<file path="config.mk">
export PLATFORM = sky130hd
export DESIGN_NAME = ndata_serializer
export DESIGN_NICKNAME = d
export VERILOG_FILES = /design/src/rtl/ndata_serializer.sv
export SDC_FILE = /design/constraint.sdc
export NUM_CORES = 1
export LEC_CHECK = 0
export BUFFER_PORTS_ARGS = -buffer_cell sky130_fd_sc_hd__buf_2
export CORE_MARGIN = 2
export CORE_UTILIZATION = 46
export DETAILED_ROUTE_END_ITERATION = 8
export GPL_TIMING_DRIVEN = 0
export PLACE_DENSITY = 0.75
export SETUP_SLACK_MARGIN = 0.3
export SYNTH_ARGS = -nofsm -noshare
export SYNTH_HDL_FRONTEND = slang
export SYNTH_SLANG_ARGS = --single-unit
</file>
<file path="constraint.sdc">
create_clock -name clk -period 1.8 [get_ports clk]
set_input_delay 0.36 -clock clk [delete_from_list [all_inputs] [get_ports clk]]
set_output_delay 0.36 -clock clk [all_outputs]
set_load 0.1 [all_outputs]
</file>
<file path="src/rtl/ndata_serializer.sv">
// Width-down stream adapter: buffers one multi-lane beat and emits its kept lanes
// one per cycle in ascending lane order, preserving the stream end marker.
module ndata_serializer #(
    parameter type data_t       = logic [7:0],
    parameter int  NUM_ELEMENTS = 4
) (
    input  logic                         clk,
    input  logic                         rst,
    // Both ports: a transfer happens on a rising edge where valid && ready; the
    // sender holds its payload stable while valid is high and ready is low.
    input  data_t [NUM_ELEMENTS-1:0]     in_data,
    input  logic  [NUM_ELEMENTS-1:0]     in_keep,
    input  logic                         in_last,
    input  logic                         in_valid,
    output logic                         in_ready,
    output data_t                        out_data,
    output logic                         out_keep,
    output logic                         out_last,
    output logic                         out_valid,
    input  logic                         out_ready
);

    localparam logic [NUM_ELEMENTS-1:0] ONE = NUM_ELEMENTS'(1);

    data_t [NUM_ELEMENTS-1:0] buf_data;
    logic                     buf_last;
    logic                     buf_valid;
    logic                     term;
    logic [NUM_ELEMENTS-1:0]  rem;

    logic [NUM_ELEMENTS-1:0]  rem_lsb;
    logic [NUM_ELEMENTS-1:0]  rem_rest;
    logic                     final_elem;
    logic                     fire_out;
    logic                     fire_in;

    // Lowest pending lane is isolated as a one-hot mask; clearing it leaves rem_rest.
    assign rem_lsb    = rem & (~rem + ONE);
    assign rem_rest   = rem & ~rem_lsb;
    assign final_elem = term || (rem_rest == '0);

    assign out_valid  = buf_valid;
    assign out_keep   = buf_valid && !term;
    assign out_last   = buf_valid && (term || (buf_last && final_elem));
    assign in_ready   = !rst && (!buf_valid || (out_ready && final_elem));

    assign fire_out   = buf_valid && out_ready;
    assign fire_in    = in_valid && in_ready;

    always_comb begin
        out_data = buf_data[0];
        if (!term) begin
            for (int i = 0; i < NUM_ELEMENTS; i++) begin
                if (rem_lsb[i]) begin
                    out_data = buf_data[i];
                end
            end
        end
    end

    always_ff @(posedge clk) begin
        if (rst) begin
            buf_data  <= '0;
            buf_last  <= 1'b0;
            buf_valid <= 1'b0;
            term      <= 1'b0;
            rem       <= '0;
        end else begin
            if (fire_out) begin
                rem <= rem_rest;
                if (final_elem) begin
                    buf_valid <= 1'b0;
                    term      <= 1'b0;
                end
            end
            // A load in the same edge as the final handshake overrides the clear above.
            if (fire_in) begin
                if (in_keep != '0) begin
                    buf_data  <= in_data;
                    buf_last  <= in_last;
                    rem       <= in_keep;
                    buf_valid <= 1'b1;
                    term      <= 1'b0;
                end else if (in_last) begin
                    buf_data  <= in_data;
                    buf_last  <= 1'b1;
                    rem       <= '0;
                    buf_valid <= 1'b1;
                    term      <= 1'b1;
                end
            end
        end
    end

endmodule

</file>
== After elaboration in Yosys (flattened, before gate mapping) ==
Cells that the tools add are included.

* Add/subtract/negate cells: 1
* Muxes and demuxes: 22
* Bitwise gates (word level): 4
* Reduce and logical (&&, ||, !) cells: 17

{| class="wikitable"
|+ Operator list
! kind !! number
|-
| 32-bit two-way mux || 2
|-
| 8-bit two-way mux || 4
|-
| 4-bit two-way mux || 4
|-
| 1-bit two-way mux || 12
|-
| 4-bit bitwise AND || 2
|-
| 4-bit inverter || 2
|-
| 1-bit logical AND || 7
|-
| 4-bit by 1-bit adder with 4-bit output (second input constant) || 1
|-
| 4-bit zero test || 1
|-
| 4-bit nonzero test || 1
|-
| 1-bit zero test || 3
|-
| 1-bit logical OR || 3
|-
| 2-bit AND reduction || 1
|-
| 2-bit nonzero test || 1
|}

* Register bits after elaboration: 39
* Input bits: 41
* Word-level logic and storage cells: 52

== Logic depth before layout (Yosys ltp) ==
Gate-level depths: netlist of the first run.

* Word-level depth: 12
* Gate-level depth with buffers: 6

== Worst setup path before layout of the first run ==
OpenSTA, ideal clock, no wires.

* Path type: register -> output
* Start point: register buf_valid, in the netlist out_valid
* End point: output in_ready
* Arrival time: 3976 ps
* Data required time: 1440 ps
* Path slack: -2536 ps
* Cell stages (with the launch flop): 6
* Buffers on the path: 2
* Cell sequence: dfxtp_1 -> nor2b_1 -> o211a_1 -> buf_6 -> clkbuf_1 -> nor3_1

* Word-level cells in the longest chain between the ends: 3

{| class="wikitable"
|+ RTL lines
! element !! line !! RTL
|-
| from (decl) || 27 || <nowiki>logic buf_valid;</nowiki>
|-
| from (signal assigned) || 65 || <nowiki>buf_valid <= 1'b0;</nowiki>
|-
| from (signal assigned) || 72 || <nowiki>buf_valid <= 1'b0;</nowiki>
|-
| from (signal assigned) || 82 || <nowiki>buf_valid <= 1'b1;</nowiki>
|-
| 1-bit zero test || 45 || <nowiki>assign in_ready = !rst && (!buf_valid || (out_ready && final_elem));</nowiki>
|-
| 1-bit logical OR || 45 ||
|-
| 1-bit logical AND || 45 ||
|-
| to (decl) || 15 || <nowiki>output logic in_ready,</nowiki>
|}

No other way between the ends.

==> results.json, run 1 <==
{
  "status": "finished with violations",
  "violations": "setup timing",
  "yosysWarnings": 0,
  "die_area_sq_um": 4601,
  "critical_path_required_ns": 1.44,
  "core_sq_um": 3971,
  "setup_slack_ns": -0.4783,
  "slew_headroom_pct": 50.76,
  "rsz0062_at_grt": "true",
  "fp-row-count": 23,
  "synth_cell_types": 30,
  "min_period_ns": 2.278,
  "drt-met1-wl_microns": 3205,
  "grt_max_degree": 12,
  "grt_pass1_wl_microns": 11100,
  "wl_met3_microns": 622,
  "slowest_delay_ns": 0.37,
  "ant_nets": 0,
  "syn_inst": 246,
  "grt_pass1_vias": 2240,
  "yosys_register_bits": 39,
  "holdBufCountCts": 0,
  "final_common_cell": "buf_2",
  "highest_layer": "met4",
  "final_cell_mix": "42 x buf_2, 34 x dfxtp_1, 25 x a21oi_2, 21 x a21oi_1, 18 x nand2_1",
  "tightest_slew_ns": 0.7386,
  "grt_overflow": 0,
  "drt-wirelength-per-cell_microns": 22.33,
  "crit_path_frequent_cell": "buf_4",
  "die_y_microns": 67.83,
  "min_path_type": "in2reg",
  "drv_slew": 0,
  "post-route-period-util_pct": 126.6,
  "finalWirelength_microns": 8575,
  "first_pass_iters": 6,
  "layout-drive-gt1-share_pct": 59.88,
  "r2r_slack_ns": -0.40,
  "worstPathMaxFanout": 9,
  "power_leakage_uw": 0.001262,
  "clockRootBuffer": "clkbuf_8",
  "syn-num-nets": 287,
  "finalInstanceArea_sq_um": 3466,
  "worstSetupPathType": "reg2out",
  "crit_end": "out_data[5]",
  "initial_core_util_pct": 47.20,
  "clk_pin_slew_worst_paths_ns": 0.08,
  "h-tree-depth": 2,
  "grt_antenna_before_repair": 0,
  "postPlaceCellArea_sq_um": 2464,
  "critPathLaunchType": "register",
  "fmax_ghz": 0.4389,
  "num_vias": 2473,
  "port-buffer-count": 52,
  "path_depth": 8,
  "cts.sinks": 39,
  "fin_util_pct": 87.27,
  "insertion_delay_ns": 0.30,
  "die_w_microns": 67.83,
  "cts_inserted_buffers": 5,
  "drv_cap": 0,
  "avgSynthCellArea_sq_um": 7.619,
  "crit_start": "rem[0]",
  "syn_area_sq_um": 1874,
  "end_kind": "output pin",
  "slowest_stage": "dfxtp_4",
  "yosysSeqAreaShare_pct": 41.66,
  "r2r_end": "term",
  "path_delay_family": "buffers and inverters",
  "p_per_area_nw_per_um2": 681.4,
  "drt_iter0_drc": 298,
  "antenna_cells_inserted": 0,
  "cts.path.max_buffers": 2,
  "finalSetupViolCount": 47,
  "hold_violations": 0,
  "layout.nets": 375,
  "track_usage_pct": 32.67,
  "cp_cell_sequence": "buf_6 -> buf_8 -> buf_4 -> buf_4 -> a21oi_1 -> a21oi_2 -> o21ai_4 -> buf_12",
  "num-fill-cells": 192,
  "hold_depth": 3,
  "wl_met2_microns": 4249,
  "io_pins": 53,
  "gp_congestion": 0.8118,
  "tritoncts": "yes",
  "timing.clock.skew_ns": 0.004053,
  "via_per_inst": 6.440,
  "syn2layout_area_growth_pct": 84.91,
  "cp.arrival_ns": 1.92,
  "reg2reg_depth": 7,
  "cp_num_buf_inv": 5,
  "ir_drop_v": 0.0005678,
  "drc": 0,
  "dp_hpwl_microns": 3899,
  "fin_tns_setup_ns": -8.835,
  "reg2reg_from": "rem[0]"
}
==> sequential cells by signal, summed over array words and instances (netlist names) <==
register and flops:
buf_last 1, rem 4, buf_data 32, term 1
out_valid 1
==> stage by stage <==
| stage | setup WS, ns | instances | hold WS (ns) | total power, uW |
|---|---|---|---|---|
| final | -0.4783 | 384 | 0.3129 | 2361 |
| after global placement | -0.7730 | 348 | 0.4567 | 1432 |
| after global routing | -0.5345 | 384 | 0.3156 | 2420 |
| after detailed placement | -0.7886 | 348 | 0.4690 | 1439 |
| after CTS | -0.4036 | 373 | 0.3143 | 2247 |
| after floorplan | -0.5093 | 246 | 0.4498 | 1312 |
==> cell families after synthesis <==
| family | after synthesis | share of synthesized area [%] |
|---|---|---|
| and+or+nand+nor | 77 | 21.90 |
| DFF | 39 | 41.66 |
| adders and majority gates | 1 | 0.6008 |
| buffers and inverters | 25 | 5.407 |
| AOI/OAI and AO/OA | 104 | 30.44 |
==> timing repair <==
| item | in CTS | in global routing |
|---|---|---|
| resized for setup | 145 | 40 |
| setup endpoints to repair | 50 | 50 |
| buffers inserted | 16 | 9 |
| pin swaps | 37 | 30 |
| gates cloned | 2 | 2 |
==> routing by layer <==
metal / GRT usage [%] / vias up
met5: 0 / -
met2: 59.56 / 161
met4: 9.750 / 0
met3: 5.921 / 55
met1: 38.95 / 1178
li1: - / 1079
==> area by class of cell <==
class / instances / area, sq um / area share, %
buffer: 23 / 245.2 / 7.076
clock buffer: 7 / 97.59 / 2.816
inverter: 2 / 7.507 / 0.2166
multi-input combinational: 182 / 1523 / 43.94
sequential: 39 / 799.5 / 23.07
tap: 50 / 62.56 / 1.805
timing repair buffer: 81 / 730.7 / 21.08
==> how the worst min path moves through the flow <==
| stage | from | end | slack (ns) |
|---|---|---|---|
| 5_1_grt | in_data[17] | buf_data[17] | 0.32 |
| 2_1_floorplan | buf_data[21] | buf_data[21] | 0.45 |
| 3_3_place_gp | buf_data[21] | buf_data[21] | 0.46 |
| 6_report | in_data[20] | buf_data[20] | 0.31 |
| 4_1_cts | in_data[6] | buf_data[6] | 0.31 |
| 3_5_place_dp | buf_data[22] | buf_data[22] | 0.47 |
==> report_power, final <==
part | leakage, uW | internal, uW | switching (uW) | total [uW]
Combinational | 0.000890 | 300 | 439 | 738
Sequential | 0.000322 | 906 | 48.0 | 954
Clock | 0.0000495 | 351 | 318 | 669
Total | 0.00126 | 1560 | 805 | 2360
==> worst register-to-register path, stage by stage, from the launching register on <==
cell,delay [ns]
dfxtp_4,0.37
maj3_2,0.33
o211a_1,0.26
buf_6,0.14
buf_4,0.14
buf_8,0.12
or4_4,0.53
a221oi_2,0.22
==> synthesized netlist by cell type <==
library cell | instances | area share (%)
a21oi_1 | 51 | 14
o21ai_0 | 41 | 11
dfxtp_1 | 39 | 42
nand3_1 | 33 | 8.8
clkbuf_1 | 21 | 4.2
nand2_1 | 18 | 3.6
nand3b_1 | 8 | 3.2
nor3_1 | 4 | 1.1
nor2b_1 | 3 | 1.0
or3_1 | 3 | 1.0
a32o_1 | 2 | 1.1
inv_1 | 2 | 0.40
nor2_1 | 2 | 0.40
o211ai_1 | 2 | 0.80
o2bb2ai_1 | 2 | 0.93
a211o_1 | 1 | 0.47
a211oi_1 | 1 | 0.40
a21boi_0 | 1 | 0.40
a221oi_2 | 1 | 0.80
buf_1 | 1 | 0.20
buf_6 | 1 | 0.60
maj3_2 | 1 | 0.60
nand2b_1 | 1 | 0.33
nor4_1 | 1 | 0.33
nor4b_2 | 1 | 0.80
o211a_1 | 1 | 0.53
o41ai_1 | 1 | 0.47
or2_2 | 1 | 0.33
or4_1 | 1 | 0.40
or4_4 | 1 | 0.60
Power figures use the tool's default switching activity.
==> run 2, diff against run 1 <==
--- a/config.mk
+++ b/config.mk
@@ -6,11 +6,14 @@
 export NUM_CORES = 1
 export LEC_CHECK = 0
 export BUFFER_PORTS_ARGS = -buffer_cell sky130_fd_sc_hd__buf_2
+export CELL_PAD_IN_SITES_DETAIL_PLACEMENT = 1
+export CELL_PAD_IN_SITES_GLOBAL_PLACEMENT = 2
 export CORE_MARGIN = 2
-export CORE_UTILIZATION = 46
+export CORE_UTILIZATION = 25
 export DETAILED_ROUTE_END_ITERATION = 8
 export GPL_TIMING_DRIVEN = 0
-export PLACE_DENSITY = 0.75
+export HOLD_SLACK_MARGIN = 0.12
+export PLACE_DENSITY_LB_ADDON = 0.1
 export SETUP_SLACK_MARGIN = 0.3
 export SYNTH_ARGS = -nofsm -noshare
 export SYNTH_HDL_FRONTEND = slang
==> run 2 against run 1 <==
  * The run still ends with setup timing left
  * Cell count grew 11%
  * First-iteration DRC count fell by 75%
  * Register-to-register slack gained 0.06 ns
  * Critical endpoint is now in_ready
  * Largest power group unchanged
==> results.json, run 2 (synthesis results as in run 1) <==
{
  "insertion_delay_ns": 0.29,
  "tightest_slew_ns": 0.7675,
  "min_period_ns": 2.209,
  "drt-wirelength-per-cell_microns": 17.31,
  "finalSetupViolCount": 40,
  "reg_top3": "buf_data (32), rem (4)",
  "port-buffer-count": 52,
  "io_pins": 53,
  "r2r_end": "term",
  "grt_max_degree": 11,
  "violations": "setup timing",
  "slew_headroom_pct": 48.83,
  "power_leakage_uw": 0.001210,
  "dp_hpwl_microns": 4958,
  "layout-drive-gt1-share_pct": 58.28,
  "layout.nets": 368,
  "syn2layout_area_growth_pct": 82.18,
  "track_usage_pct": 17.89,
  "critPathLaunchType": "register",
  "worstPathMaxFanout": 5,
  "fin_tns_setup_ns": -7.497,
  "largest_reg_flops": 32,
  "tritoncts": "yes",
  "die_w_microns": 90.59,
  "setup_slack_ns": -0.4091,
  "cp_cell_sequence": "maj3_2 -> o211a_1 -> buf_6 -> clkbuf_16 -> nor3_4 -> buf_12",
  "fp-row-count": 31,
  "timing.clock.skew_ns": 0.004257,
  "reg2reg_from": "rem[0]",
  "top_register": "buf_data",
  "cts.sinks": 39,
  "final_common_cell": "buf_2",
  "preCtsSetupSlack_ns": -1.072,
  "grt_pass1_wl_microns": 11690,
  "first_pass_iters": 4,
  "worstSetupPathType": "reg2out",
  "p_per_area_nw_per_um2": 640.0,
  "r2r_slack_ns": -0.34,
  "ant_nets": 0,
  "post-route-period-util_pct": 122.7,
  "slowest_delay_ns": 0.36,
  "gp_congestion": 0.7442,
  "grt_overflow": 0,
  "h-tree-depth": 2,
  "core_sq_um": 7253,
  "slowest_stage": "dfxtp_4",
  "cts_inserted_buffers": 5,
  "grt_pass1_vias": 2241,
  "via_per_inst": 4.991,
  "die_y_microns": 90.59,
  "ir_drop_v": 0.0003206,
  "end_kind": "output pin",
  "reg2reg_depth": 7,
  "drt_iter0_drc": 75,
  "drv_slew": 0,
  "initial_core_util_pct": 25.84,
  "drc": 0,
  "hold_depth": 3,
  "critical_path_required_ns": 1.44,
  "clockRootBuffer": "clkbuf_8",
  "min_path_type": "in2reg",
  "drv_cap": 0,
  "cp.arrival_ns": 1.85,
  "hold_violations": 0,
  "holdBufCountCts": 0,
  "num_vias": 2121,
  "die_area_sq_um": 8206,
  "status": "finished with violations",
  "antenna_cells_inserted": 0,
  "whs_endpoint": "buf_data[14]",
  "final_cell_mix": "42 x buf_2, 36 x a21oi_1, 34 x dfxtp_1, 25 x o21ai_2",
  "finalWirelength_microns": 7357,
  "grt_antenna_before_repair": 0,
  "cts.path.max_buffers": 2,
  "fmax_ghz": 0.4527,
  "clk_pin_slew_worst_paths_ns": 0.07,
  "totalPowerFinal_uw": 2185,
  "rsz0062_at_grt": "true",
  "min-delay-start": "in_data[14]"
}
[run 2: changes by cell type in the layout (fill, tap and decap cells not counted), moves of 4 or more]
cell and delta:
a21oi_2 -10, a21oi_1 +15, a21oi_4 -5, o21ai_2 +9, o21ai_0 -8, buf_6 -4
[run 2: power by group]
part           switching (uW)  internal (uW)
combinational             411            276
sequential               40.0            908
clock                     293            259
total                     743           1440
[run 2: per-layer routing]
layer	global-route usage (%)	routed length [microns]
met5	0	0
met4	4.103	63
met3	3.673	271
met2	29.79	3502
met1	23.77	3518
[run 2: layout make-up]
type | instances | area (sq um)
buffer | 23 | 249.0
clock buffer | 6 | 72.57
fill | 835 | 3839
inverter | 2 | 7.507
multi-input combinational | 182 | 1491
sequential | 39 | 794.5
tap | 99 | 123.9
timing repair buffer | 74 | 675.6
[run 2: critical path, delay by kind of cell (launching register included)]
kind                     cells  cell delay (ns)
buffers and inverters        3             0.47
AND/OR/NAND/NOR              1             0.15
AO/OA/AOI/OAI                1             0.25
adder cells (fa/ha/maj)      1             0.32
flip-flops                   1             0.36
[run 2: worst max-delay path by stage]
stage,startpoint,cells past startpoint,end,slack [ns]
after floorplan,out_valid,5,in_ready,-0.51
after global routing,rem[0],6,in_ready,-0.48
after CTS,rem[0],6,in_ready,-0.42
after global placement,rem[0],5,out_data[0],-1.10
after detailed placement,rem[0],5,out_data[0],-1.07
final,rem[0],6,in_ready,-0.41
[run 2: stage by stage]
step | area [sq um] | cells | utilization (%) | hold WS [ns]
3_5_place_dp | 2525 | 397 | 34.81 | 0.4710
6_report | 3415 | 425 | 47.08 | 0.3206
5_1_grt | 3415 | 425 | 47.08 | 0.3181
4_1_cts | 3236 | 416 | 44.61 | 0.3108
3_3_place_gp | 2525 | 397 | 34.81 | 0.4636
2_1_floorplan | 2141 | 246 | - | 0.4498
[run 2: repair_timing]
item	in CTS	in global routing
gates resized for setup	161	22
endpoints found under the setup margin	50	50
buffers inserted	11	7
pin swaps	32	30
cloned	2	2
